--- src/rtl/bridge_req_buffer.sv ---
// Bridge request buffer: queues upstream bridge strobes in a small FIFO, replays
// them downstream one at a time, and returns read data sampled a fixed delay after issue.
module bridge_req_buffer #(
  parameter int unsigned DATA_WIDTH  = 32,
  parameter int unsigned DEPTH       = 4,
  parameter int unsigned READ_CYCLES = 2
) (
  input  logic                    clk,
  input  logic                    reset,
  input  logic [31:0]             up_addr,
  input  logic [DATA_WIDTH-1:0]   up_wr_data,
  input  logic                    up_wr,
  input  logic                    up_rd,
  output logic [DATA_WIDTH-1:0]   up_rd_data,
  output logic                    up_rd_valid,
  output logic [31:0]             dn_addr,
  output logic [DATA_WIDTH-1:0]   dn_wr_data,
  output logic                    dn_wr,
  output logic                    dn_rd,
  input  logic [DATA_WIDTH-1:0]   dn_rd_data,
  output logic [$clog2(DEPTH):0]  level,
  output logic                    overflow,
  output logic                    collision
);

  localparam int unsigned PTR_W = $clog2(DEPTH);
  localparam int unsigned LVL_W = PTR_W + 1;
  localparam int unsigned CNT_W = $clog2(READ_CYCLES) + 1;

  typedef struct packed {
    logic [31:0]           addr;
    logic [DATA_WIDTH-1:0] wr_data;
    logic                  is_wr;
  } entry_t;

  typedef enum logic [1:0] {IDLE, ISSUE, WAIT} state_t;

  entry_t           mem [DEPTH];
  logic [PTR_W-1:0] wr_ptr;
  logic [PTR_W-1:0] rd_ptr;
  state_t           state;
  logic [CNT_W-1:0] cnt;

  logic   push_c;
  logic   pop_c;
  logic   full_c;
  logic   accept_c;
  entry_t head_c;

  // A full FIFO still accepts a push when the engine pops in the same cycle.
  always_comb begin
    push_c   = up_wr | up_rd;
    pop_c    = (state == IDLE) && (level != '0);
    full_c   = (level == LVL_W'(DEPTH));
    accept_c = push_c && (!full_c || pop_c);
    head_c   = mem[rd_ptr];
  end

  always_ff @(posedge clk) begin
    if (accept_c) begin
      mem[wr_ptr] <= '{addr: up_addr, wr_data: up_wr_data, is_wr: up_wr};
    end
  end

  // FIFO pointers, occupancy and sticky error flags.
  always_ff @(posedge clk or posedge reset) begin
    if (reset) begin
      wr_ptr    <= '0;
      rd_ptr    <= '0;
      level     <= '0;
      overflow  <= 1'b0;
      collision <= 1'b0;
    end else begin
      if (accept_c) wr_ptr <= wr_ptr + PTR_W'(1);
      if (pop_c)    rd_ptr <= rd_ptr + PTR_W'(1);
      if (accept_c && !pop_c) begin
        level <= level + LVL_W'(1);
      end else if (!accept_c && pop_c) begin
        level <= level - LVL_W'(1);
      end
      if (push_c && !accept_c) overflow  <= 1'b1;
      if (up_wr && up_rd)      collision <= 1'b1;
    end
  end

  // Issue engine; dn_wr stays high through ISSUE, so it doubles as the entry type there.
  always_ff @(posedge clk or posedge reset) begin
    if (reset) begin
      state       <= IDLE;
      cnt         <= '0;
      dn_addr     <= '0;
      dn_wr_data  <= '0;
      dn_wr       <= 1'b0;
      dn_rd       <= 1'b0;
      up_rd_data  <= '0;
      up_rd_valid <= 1'b0;
    end else begin
      dn_wr       <= 1'b0;
      dn_rd       <= 1'b0;
      up_rd_valid <= 1'b0;
      case (state)
        IDLE: begin
          if (pop_c) begin
            dn_addr    <= head_c.addr;
            dn_wr_data <= head_c.wr_data;
            dn_wr      <= head_c.is_wr;
            dn_rd      <= !head_c.is_wr;
            state      <= ISSUE;
          end
        end
        ISSUE: begin
          if (dn_wr) begin
            state <= IDLE;
          end else begin
            cnt   <= CNT_W'(READ_CYCLES - 1);
            state <= WAIT;
          end
        end
        WAIT: begin
          if (cnt != '0) begin
            cnt <= cnt - CNT_W'(1);
          end else begin
            up_rd_data  <= dn_rd_data;
            up_rd_valid <= 1'b1;
            state       <= IDLE;
          end
        end
        default: state <= IDLE;
      endcase
    end
  end

endmodule

--- config.mk ---
export PLATFORM = sky130hd
export DESIGN_NAME = bridge_req_buffer
export DESIGN_NICKNAME = d
export VERILOG_FILES = /design/src/rtl/bridge_req_buffer.sv
export SDC_FILE = /design/constraint.sdc
export NUM_CORES = 1
export LEC_CHECK = 0
export CAP_MARGIN = 20
export CORE_ASPECT_RATIO = 1.5
export CORE_MARGIN = 2
export CORE_UTILIZATION = 58
export DETAILED_ROUTE_END_ITERATION = 7
export PLACE_DENSITY = 0.87
export SYNTH_ARGS = -nofsm -noshare
export SYNTH_HDL_FRONTEND = slang
export SYNTH_SLANG_ARGS = --single-unit
--- constraint.sdc ---
create_clock -name clk -period 6.55 [get_ports clk]
set_input_delay 0.655 -clock clk [delete_from_list [all_inputs] [get_ports clk]]
set_output_delay 0.655 -clock clk [all_outputs]
set_load 0.03 [all_outputs]
==> impl_results.md <==
- Outcome: completed
- Synthesized Nets: 717
- CTS sink cnt: 372
- Layout Cell Area excl Fill: 0.0171 mm²
- DRC violations left: 0
- Setup violators final: 0
- Final wirelength: 28500 µm
- Per-cell routed wire length: 24.4 µm
- Cell Pwr Density: 538 mW/mm²
- Fin. max-slew vios: 0
- DPL Wire Length: 17100 µm
- Final period util: 0.463
- Worst-Margin Slew: 1120 ps
- Final std cells w/o fill: 1169
- CP Cell Sequence: or2_1 -> nor2_4 -> buf_4 -> inv_2 -> ha_1 -> inv_1 -> fa_1 -> mux2_2
- Post-DP Area: 0.0161 mm²
- Register bit total from synthesis: 372
- Core Region: 0.0236 mm²
- Yosys cell types: 36
- Crit path largest cell delay: 830 ps
- Footprint of the multi-input gates: 0.00301 mm²
- Chip Width: 130 µm
- Total track usage: 0.228
- Num CTS Buffers: 31
- Clock skew: 17.8 ps
- Synth top area share: 0.564
- Syn_area_per_cell: 22.7 µm²
- Setup CP Type: flip-flop to flip-flop
- Seq/Total Area, Yosys: 0.767
- Hold WC Path Type: flip-flop to flip-flop
- Mapped Cells: 610
- Crit path max fanout: 67
- Peak Freq: 330 MHz
- Layout cells sized above 1: 0.268
- Fillers: 1303
- Port-buffer cells: 203
- Hold Buf Count CTS: 0
- WP data arrival: 3460 ps
- Via count: 6661
- Reg2reg setup slack: 3520 ps
- Crit. End Element: flip-flop
- Reg area: 0.0106 mm²
- Root buffer cell: clkbuf_16
- DIE AREA: 0.0251 mm²
- Initial drt markers: 500
- Top_reg_cell synth: edfxtp_1
- DRT antenna net count: 0
- Post-CTS resize count: 0
- Utilization after layout: 0.726
- First-pass GRT wire length: 42000 µm
- Max VDD drop: 0.425 mV
- CP max stage cell: buf_4
- Die boundary height: 193 µm
- H-tree depth: 1
- GPL Wtd Cong: 0.788
- Area Growth Syn to Fin: 23.7%
- # rows: 69
- Largest net degree at the start of global routing: 68
- Main area contributors after synthesis: edfxtp_1 (56%), dfrtp_1 (20%), mux4_2 (11%), mux2_2 (5.8%), mux2_4 (2.9%)
- Leakage power: 6.10 nW
- Number of synthesized flops with an enable pin: 260
- Global route overflow: 0
- Post-CTS Setup Bufs: 0
- Setup TNS Final: 0 ps
- Ports: 204
- Synthesis Warnings: 0
- Layout Nets: 932
- Initial antenna violation count: 2
- RSZ-0062 raised after global routing: false
- Worst-Skew Late Latency: 560 ps
- Asr flop ratio synth: 0.301
- Placed insts: 1111
- Starting Density: 0.587
- Max Root-Sink Buffers: 3
- Max-Cap Viols: 0
- Critical Path Source Type: flip-flop
- CTS tree: yes
- Yosys top cell by area: edfxtp_1
- Post-Synthesis Cell Area: 0.0138 mm²
- Slew headroom: 0.255
- WP data required: 6980 ps
- Vias in the first global route: 7341
- DRT Pass-1 Iters: 5
- Clock-pin transition on the worst setup and hold timing paths: 60 ps
- Drt via density: 5.70
- Fin. Hold Viols: 0
- Tmin final: 3030 ps
[per-stage QoR]
step | hold slack (ps) | worst slack (ps) | total power [mW]
6_report | 455 | 3520 | 9.21
5_1_grt | 477 | 3400 | 9.58
4_1_cts | 458 | 3500 | 9.30
3_5_place_dp | 448 | 3480 | 7.43
3_3_place_gp | 443 | 3610 | 7.23
2_1_floorplan | 484 | 2940 | 6.20
[kinds of logic (layout without fill, tap and decap cells)]
| family | count (synthesis) | count (layout) | synth area share |
|---|---|---|---|
| DFF | 372 | 372 | 0.767 |
| muxes | 164 | 164 | 0.194 |
| buffers and inverters | 33 | 271 | 0.0166 |
| and+or+nand+nor | 23 | 23 | 0.00896 |
| adders and majority gates | 7 | 7 | 0.00687 |
| xor gates and xnor gates | 6 | 6 | 0.00380 |
| AOI/OAI and AO/OA | 5 | 5 | 0.00299 |
| other | 0 | 2 | 0 |
[final timing paths]
check                               to  cells past startpoint      start
max reg2reg                   level[1]                      8   state[0]
min in group asynchronous  dn_addr[23]                      2      reset
max in group asynchronous  dn_addr[14]                      3      reset
max                           level[1]                      8   state[0]
min reg2reg                  collision                      1  collision
min                          collision                      1  collision
[per-layer routing]
layer / vias to the layer above / wire length (µm) / global-route usage
met5: - / 0 / 0
met4: 0 / 1010 / 0.0885
met3: 63 / 1790 / 0.0406
met2: 290 / 15500 / 0.413
met1: 3465 / 10200 / 0.269
li1: 2843 / - / -
[Yosys cell counts (all sizes together) (3+ instances only)]
cell,number
xnor2,3
and2,5
nand2,3
mux4,65
mux2,98
clkbuf,3
inv,8
xor2,3
dfrtp,112
nor2,7
buf,22
edfxtp,260
ha,6
[critical path, delay by kind of cell (launching register included)]
family	cells	cell delay [ps]
buffers and inverters	3	1060
muxes	1	280
adders and majority gates	2	670
DFF	1	440
and+or+nand+nor	2	460
[cells in the final DEF, fill, tap and decap left out, types with 6 or more instances in the layout]
cell	n
clkinv_2	9
clkdlybuf4s50_1	203
nor2_1	6
mux2_4	27
clkbuf_16	31
inv_1	6
dfrtp_1	110
edfxtp_1	260
mux4_2	65
mux2_2	71
ha_1	6
[power by group]
group	internal (mW)	switching, mW
Combinational	1.70	1.78
Clock	0.997	0.811
Sequential	3.45	0.470
Total	6.15	3.06
[cell type report]
type                       count  area share
tap                          319      0.0233
timing repair buffer         207       0.121
antenna                        2    0.000292
sequential                   372       0.621
inverter                       8     0.00190
clock buffer                  36      0.0470
multi-input combinational    205       0.176
clock inverter                20      0.0107
[state kept, by name, indices dropped and copies added (netlist names)]
register	flops
dn_addr	32
mem	260
dn_wr	1
wr_ptr	2
overflow	1
level	3
dn_rd	1
dn_wr_data	32
up_rd_data	32
collision	1
state	2
cnt	2
rd_ptr	2
up_rd_valid	1
No activity file was read; power rests on OpenSTA's default activity.
